## config.mk

```make
export PLATFORM = sky130hd
export DESIGN_NAME = riscv_instr_encoder
export DESIGN_NICKNAME = d
export VERILOG_FILES = /design/src/rtl/riscv_instr_encoder.sv
export SDC_FILE = /design/constraint.sdc
export NUM_CORES = 1
export LEC_CHECK = 0
export CORE_MARGIN = 8
export CORE_UTILIZATION = 46
export CTS_BUF_LIST = sky130_fd_sc_hd__clkbuf_8
export DETAILED_ROUTE_END_ITERATION = 8
export GPL_ROUTABILITY_DRIVEN = 0
export MAX_ROUTING_LAYER = met4
export PLACE_DENSITY = 0.88
export SYNTH_ARGS = -nofsm -noshare
export SYNTH_HDL_FRONTEND = slang
export SYNTH_SLANG_ARGS = --single-unit
```

## constraint.sdc

```tcl
create_clock -name clk -period 4.18 [get_ports clk]
set_clock_uncertainty 0.2 [all_clocks]
set_input_delay 0.627 -clock clk [delete_from_list [all_inputs] [get_ports clk]]
set_output_delay 0.627 -clock clk [all_outputs]
set_load 0.02 [all_outputs]
```

## src/rtl/riscv_instr_encoder.sv

```systemverilog
// riscv_instr_encoder
//   Encodes a set of RV32I instruction fields into a 32-bit instruction word.
//   The encoded word sits in a one-entry output register, and both sides use
//   a valid/ready handshake.
//
//   Handshake contract (same on both sides): a transfer happens on a rising
//   clk edge where valid && ready are both high. A producer holding valid
//   keeps its payload stable until that edge. ready may depend on the
//   partner's ready, but it never depends on valid.
//
//   Ports
//     clk, rst          clock; asynchronous active-low reset
//     in_valid/in_ready input handshake for the field set
//     opcode, func3, func7, rd, rs1, rs2, imm   instruction fields
//     out_valid/out_ready output handshake for the encoded word
//     instr, err        encoded word and its sideband error flag
//     instr_count       16-bit wrapping count of output handshakes
//     state_dbg         FSM state for checkers (0 = EMPTY, 1 = FULL)
//
//   Configuration
//     RISCV_ENC_RANGE_CHECK_EN  When defined, err is also raised if imm does
//                               not fit its format. The word is still emitted
//                               with truncated fields.
module riscv_instr_encoder (
  input  logic        clk,
  input  logic        rst,
  input  logic        in_valid,
  output logic        in_ready,
  input  logic [6:0]  opcode,
  input  logic [2:0]  func3,
  input  logic [6:0]  func7,
  input  logic [4:0]  rd,
  input  logic [4:0]  rs1,
  input  logic [4:0]  rs2,
  input  logic [31:0] imm,
  output logic        out_valid,
  input  logic        out_ready,
  output logic [31:0] instr,
  output logic        err,
  output logic [15:0] instr_count,
  output logic        state_dbg
);

  localparam logic [6:0] OP_R      = 7'b0110011;
  localparam logic [6:0] OP_IMM    = 7'b0010011;
  localparam logic [6:0] OP_LOAD   = 7'b0000011;
  localparam logic [6:0] OP_JALR   = 7'b1100111;
  localparam logic [6:0] OP_STORE  = 7'b0100011;
  localparam logic [6:0] OP_BRANCH = 7'b1100011;
  localparam logic [6:0] OP_LUI    = 7'b0110111;
  localparam logic [6:0] OP_JAL    = 7'b1101111;

  typedef enum logic {
    EMPTY = 1'b0,
    FULL  = 1'b1
  } state_t;

  state_t      state;
  logic [31:0] enc_word;
  logic        bad_opcode;
  logic        range_err;
  logic        fire;

  // The encoder runs purely on the current inputs. The result is only
  // captured on an input handshake.
  always_comb begin
    enc_word   = 32'h0000_0000;
    bad_opcode = 1'b0;
    case (opcode)
      OP_R:
        enc_word = {func7, rs2, rs1, func3, rd, opcode};
      OP_IMM, OP_LOAD, OP_JALR:
        enc_word = {imm[11:0], rs1, func3, rd, opcode};
      OP_STORE:
        enc_word = {imm[11:5], rs2, rs1, func3, imm[4:0], opcode};
      OP_BRANCH:
        enc_word = {imm[12], imm[10:5], rs2, rs1, func3, imm[4:1], imm[11], opcode};
      OP_LUI:
        enc_word = {imm[31:12], rd, opcode};
      OP_JAL:
        enc_word = {imm[20], imm[10:1], imm[11], imm[19:12], rd, opcode};
      default:
        bad_opcode = 1'b1;
    endcase
  end

`ifdef RISCV_ENC_RANGE_CHECK_EN
  logic signed [31:0] simm;
  logic               fit_12;
  logic               fit_b;
  logic               fit_j;

  assign simm   = $signed(imm);
  assign fit_12 = (simm >= -32'sd2048) && (simm <= 32'sd2047);
  // B and J offsets are byte offsets to 2-byte-aligned targets, so an odd
  // value cannot be represented.
  assign fit_b  = (simm >= -32'sd4096) && (simm <= 32'sd4094) && !imm[0];
  assign fit_j  = (simm >= -32'sd1048576) && (simm <= 32'sd1048574) && !imm[0];

  always_comb begin
    range_err = 1'b0;
    case (opcode)
      OP_IMM, OP_LOAD, OP_JALR, OP_STORE: range_err = !fit_12;
      OP_BRANCH:                          range_err = !fit_b;
      OP_JAL:                             range_err = !fit_j;
      OP_LUI:                             range_err = (imm[11:0] != 12'h000);
      default:                            range_err = 1'b0;
    endcase
  end
`else
  assign range_err = 1'b0;
`endif

  // A FULL register can still accept a word on the edge where the consumer
  // drains the current one. This keeps the throughput at one word per cycle.
  assign in_ready  = (state == EMPTY) || out_ready;
  assign fire      = in_valid && in_ready;
  assign out_valid = (state == FULL);
  assign state_dbg = state;

  always_ff @(posedge clk or negedge rst) begin
    if (!rst) begin
      state       <= EMPTY;
      instr       <= 32'h0000_0000;
      err         <= 1'b0;
      instr_count <= 16'h0000;
    end else begin
      if (out_valid && out_ready) begin
        instr_count <= instr_count + 16'd1;
      end
      case (state)
        EMPTY: begin
          if (fire) begin
            state <= FULL;
            instr <= enc_word;
            err   <= bad_opcode | range_err;
          end
        end
        FULL: begin
          if (out_ready) begin
            if (in_valid) begin
              instr <= enc_word;
              err   <= bad_opcode | range_err;
            end else begin
              state <= EMPTY;
            end
          end
        end
        default: state <= EMPTY;
      endcase
    end
  end

endmodule

```

Word level (Yosys, flattened, before mapping)
Index checks and enable logic that the tools add are counted.
{"block": "classes", "add_sub_neg": 1, "n_eq_ne": 11, "mux": 14, "bitwise": 1, "n_reduce_logical": 6}
{"op": "one-hot mux 32 bit (6 select lines)", "n": 1}
{"op": "2-to-1 mux 32 bit", "n": 3}
{"op": "one-hot mux 32 bit (2 select lines)", "n": 1}
{"op": "equality test 7 x 6 -> 1 bit (second input constant)", "n": 3}
{"op": "equality test 7 bit (second input constant)", "n": 3}
{"op": "adder 16 x 1 -> 16 bit (second input constant)", "n": 1}
{"op": "OR reduction 8 bit", "n": 1}
{"op": "equality test 7 x 2 -> 1 bit (second input constant)", "n": 1}
{"op": "equality test 7 x 5 -> 1 bit (second input constant)", "n": 1}
{"op": "2-to-1 mux 1 bit", "n": 7}
{"op": "!= test 2 bit (second input constant)", "n": 3}
{"op": "one-hot mux 1 bit (2 select lines)", "n": 2}
{"op": "AND reduction 3 bit", "n": 1}
{"op": "OR reduction 3 bit", "n": 1}
{"op": "logical AND 1 bit", "n": 2}
{"op": "logical OR 1 bit", "n": 1}
{"op": "NOT 1 bit", "n": 1}
{"block": "totals", "ff_bits": 50, "in_bits": 68, "output_inout_bits": 52, "word_cells": 37}

Logic depth before layout (Yosys ltp)
{"block": "depth", "depth_word": 6, "mapped_depth": 7, "ltp_nobuf": 6}

Worst setup path before layout
Ideal clock, no wire load.
{"block": "synth_timing", "path_type": "input port to flip-flop", "start": "in opcode[6]", "end": "reg instr[25]", "setup_ns": 0.066, "t_arrival_ns": 1.994, "required_ns": 3.914, "setup_slack_ns": 1.920, "path_stages": 6, "path_buffers": 1, "cell_sequence": "buf_2 -> nor2b_1 -> a2111oi_4 -> o21bai_4 -> nor3_4 -> a221o_1"}
{"block": "synth_between", "elab_chain_cells": 6, "word_cells_on_any_way": 14, "classes_between": "8 x eq/ne; 5 x mux; 1 x reduce/logical"}
{"element": "from (decl)", "line": "29", "text": "input logic [6:0] opcode,"}
{"element": "equality test 7 x 5 -> 1 bit, or another cell as far along", "line": "69", "text": "case (opcode)"}
{"element": "OR reduction 3 bit"}
{"element": "one-hot mux 32 bit (6 select lines) *", "line": "69"}
{"element": "2-to-1 mux 32 bit", "line": "141", "text": "if (in_valid) begin"}
{"element": "2-to-1 mux 32 bit", "line": "140", "text": "if (out_ready) begin"}
{"element": "one-hot mux 32 bit (2 select lines) *", "line": "131", "text": "case (state)"}
{"element": "to (signal assigned)", "line": "135", "text": "instr <= enc_word;"}
{"element": "to (signal assigned)", "line": "142", "text": "instr <= enc_word;"}
{"element": "to (decl)", "line": "38", "text": "output logic [31:0] instr,"}
Mark *: on every way between the ends. The rest lies on a longest branch, timed or not. The select of a mux whose other input is x is not followed.
A chain may end at the register's enable or synchronous reset.

Worst setup path after layout
{"block": "layout_timing", "start": "in opcode[3]", "end": "reg instr[30]"}
The elaborated chain is that of the path after synthesis.

==> impl_summary.log <==
INFO  metric p_per_area = approximately 310 mW/mm2
INFO  metric synth-async-reset-ratio = 1.00
INFO  metric ctsLongestPathBuffers = 2
INFO  metric cts-hold-fix-buffers = 0
INFO  metric critical_path_class = input pin to register
INFO  metric multi_input_comb_area = 0.00125 mm2
INFO  metric synth_area_per_cell = roughly 9.7 um2
INFO  metric min_path_cells = 1
INFO  metric core = 0.00544 mm2
INFO  metric number_of_port_buffers = between 100 and 150
INFO  metric yosys_register_bits = 50
INFO  metric horiz_die_dim = 90.8 um
INFO  metric final_setup_margin = 1.09 ns
INFO  metric rr_worst_depth = 6
INFO  metric synth.lib_cells_used.distinct = 43
INFO  metric cp_slowest_stage_delay = 0.70 ns
INFO  metric clock-root-buffer = sky130_fd_sc_hd__clkbuf_8
INFO  metric critical_path_arrival = 3.13 ns
INFO  metric tritoncts = done
INFO  metric ctsResizeCount = 0
INFO  metric syn_inst = 266
INFO  metric power.static_leakage = 1.56 nW
INFO  metric die_h = 90.8 um
INFO  metric slew_viol_final = 0
INFO  metric final.setup.tns = 0 ns
INFO  metric detailed_place_hpwl = 5.92 mm
INFO  metric number_of_ports_placed_on_the_die_boundary = 120
INFO  metric post_drt_via_cell_ratio = 5.54
INFO  metric yosysSeqAreaShare = 0.487
INFO  metric critPathLaunchType = input pin
INFO  metric initial_core_util = 0.473
INFO  metric dp_worst_setup_slack = approximately 0.76 ns
INFO  metric yosysWarnings = 0
INFO  metric whs = 0.278 ns
INFO  metric drive_gt1_frac = 0.0608
INFO  metric grt_antenna_before_repair = 0
INFO  metric antenna_cells_inserted = 0
INFO  metric post-cts-setup-buffers = 0
INFO  metric postRouteAntennaNets = 0
INFO  metric finalWorstPathRequiredPeriod = 3.09 ns
INFO  metric worstPathMaxFanout = 17
INFO  metric area.sequential = 0.00125 mm2
INFO  metric worst_hold_path_type = register to register
INFO  metric whs_endpoint = instr_count[15]$_DFFE_PN0P_
INFO  metric largest_net_degree_at_the_start_of_global_routing = 51
INFO  metric dpl-instance-area = approximately 0.0038 mm2
INFO  metric fill_cells = 416
INFO  metric final_net_count = 446
INFO  metric worst_setup_hold_path_clk_slew = about 0.090 ns
INFO  metric first_drt_iteration_drcs = 95
INFO  metric slowest_stage = sky130_fd_sc_hd__clkdlybuf4s50_1
INFO  metric path_cells = clkdlybuf4s50_1 > or3b_1 > a21oi_2 > o21bai_4 > nor3_4 > a221o_1
INFO  metric cts_buffers = 5
INFO  metric fmaxAchievable = 324 MHz
INFO  metric max-slew-margin-rel = 0.282
INFO  metric remaining_drc_errors = 0
INFO  metric fp.dieArea = 0.00824 mm2
INFO  metric worst-r2r-setup-slack = 2.10 ns
INFO  metric final-setup-viol-count = 0
INFO  metric globalRoute.totalOverflow = 0
INFO  metric final_design_area_no_fill = 0.00392 mm2
INFO  metric run_status = finished, final reports clean
INFO  metric cts_htree_levels = 2
INFO  metric drt_pass1_iterations = 4
INFO  metric grt_first_pass_wirelength = about 13 mm
INFO  metric via_count = 2494
INFO  metric worstReg2RegStart = out_valid$_DFF_PN0_
INFO  metric max-vdd-ir-drop = 0.000252 V
INFO  metric layout_worst_path_cycle_share = 0.739
INFO  metric grtUsageTotal = 0.194
INFO  metric syn_area = 0.00257 mm2
INFO  metric flow.area_growth_from_synthesis = 52.5%
INFO  metric capturing_element_type_of_the_critical_path = register
INFO  metric worst_slew_pin_slew = about 1.1 ns
INFO  metric rows = 27
INFO  metric min_from = instr_count[15]$_DFFE_PN0P_
INFO  metric synth-edff-count = 0
INFO  metric drt-wirelength-per-cell = 16.9 um
INFO  metric most_used_dff_post_synth = sky130_fd_sc_hd__dfrtp_1
INFO  metric rsz0062_at_grt = false
INFO  metric drv.max_cap_violation_count = 0
INFO  metric via_count_of_the_first_global_routing_pass = about 2500
INFO  metric critical_path.reg2reg.endpoint = instr[30]$_DFFE_PN0P_
INFO  metric clkLatencyLatePin = 0.30 ns
INFO  metric clk_sink_count = 50
INFO  metric drt_wl_total = about 7.6 mm
INFO  metric required = between 4 and 5 ns
INFO  metric report.final.hold_viol_count = 0
INFO  metric syn_nets = 335
kinds of logic after synthesis:
kind of cell	share of synthesized area
xor+xnor	0.0511
compound gates	0.208
flops	0.487
buf+inv	0.0297
fa+ha+maj	0.00487
mux	0.0170
simple gates	0.202
cells in the mapped netlist (2+ instances only):
library cell	n	share of area
sky130_fd_sc_hd__buf_2	4	0.0078
sky130_fd_sc_hd__a21oi_1	12	0.023
sky130_fd_sc_hd__nor2_1	9	0.013
sky130_fd_sc_hd__a22oi_1	17	0.050
sky130_fd_sc_hd__mux2_2	3	0.013
sky130_fd_sc_hd__a31oi_1	2	0.0049
sky130_fd_sc_hd__xor2_1	3	0.010
sky130_fd_sc_hd__nor2b_1	4	0.0097
sky130_fd_sc_hd__nand2_1	32	0.047
sky130_fd_sc_hd__a22o_1	6	0.020
sky130_fd_sc_hd__dfrtp_1	50	0.49
sky130_fd_sc_hd__nand2b_1	5	0.012
sky130_fd_sc_hd__a221o_1	6	0.023
sky130_fd_sc_hd__clkbuf_1	12	0.018
sky130_fd_sc_hd__nor3_1	2	0.0039
sky130_fd_sc_hd__and3_1	5	0.012
sky130_fd_sc_hd__nand3_1	29	0.056
sky130_fd_sc_hd__and2_1	2	0.0049
sky130_fd_sc_hd__nand4_1	4	0.0097
sky130_fd_sc_hd__o21ai_0	25	0.049
sky130_fd_sc_hd__xnor2_1	12	0.041
routing by layer:
| layer | part of all wire | track usage | wire, um |
|---|---|---|---|
| met5 | 0 | - | 0 |
| met4 | 0.014 | 0.0583 | 108 |
| met3 | 0.067 | 0.0449 | 505 |
| met2 | 0.48 | 0.305 | 3620 |
| met1 | 0.44 | 0.243 | 3350 |
flip-flops by register name (all words and copies together) (netlist names):
register / flops
instr: 32
instr_count: 16
err: 1
out_valid: 1
placed cells by master (no fill, tap or decap), types with 5 or more instances in the layout:
cell and count:
sky130_fd_sc_hd__a221o_1 6, sky130_fd_sc_hd__dfrtp_1 50, sky130_fd_sc_hd__a22o_1 6, sky130_fd_sc_hd__nor2_1 9, sky130_fd_sc_hd__clkbuf_8 6, sky130_fd_sc_hd__clkdlybuf4s50_1 118, sky130_fd_sc_hd__and3_1 5, sky130_fd_sc_hd__nand2b_1 5
sky130_fd_sc_hd__a22oi_1 17, sky130_fd_sc_hd__o21ai_0 25, sky130_fd_sc_hd__nand3_1 29, sky130_fd_sc_hd__nand2_1 32, sky130_fd_sc_hd__xnor2_1 12, sky130_fd_sc_hd__a21oi_1 12
stage by stage:
stage | util | power, mW | instances
finish | 0.721 | 1.21 | 450
global route | 0.721 | 1.28 | 450
CTS | 0.721 | 1.22 | 450
detailed placement | 0.699 | 0.870 | 442
global placement | 0.699 | 0.864 | 442
floorplan | - | 0.697 | 266
how the worst max path moves through the flow:
stage	to	depth (start not counted)	slack (ns)	start
final	instr[30]$_DFFE_PN0P_	6	1.09	opcode[3]
after global routing	instr[30]$_DFFE_PN0P_	6	0.93	opcode[3]
after CTS	instr[30]$_DFFE_PN0P_	6	1.07	opcode[3]
after detailed placement	instr[28]$_DFFE_PN0P_	6	0.76	opcode[3]
after global placement	instr[29]$_DFFE_PN0P_	6	0.85	opcode[3]
after floorplan	instr[25]$_DFFE_PN0P_	6	1.92	opcode[6]
worst max-delay path, delay by kind of cell:
kind / cells / cell delay, ns
AND/OR/NAND/NOR: 2 / 0.83
AO/OA/AOI/OAI: 3 / 0.97
buffers and inverters: 1 / 0.70
layout make-up:
type,count,area share
clock buffer,6,0.0211
clock inverter,2,0.00989
multi-input combinational,198,0.319
sequential,50,0.319
tap,72,0.0230
timing repair buffer,122,0.308
power by group:
part | internal [mW] | total (mW) | switching, mW | leakage, nW
Clock | 0.197 | 0.354 | 0.158 | 0.0618
Sequential | 0.518 | 0.557 | 0.0389 | 0.678
Combinational | 0.160 | 0.300 | 0.141 | 0.820
Power figures use the tool's default switching activity.
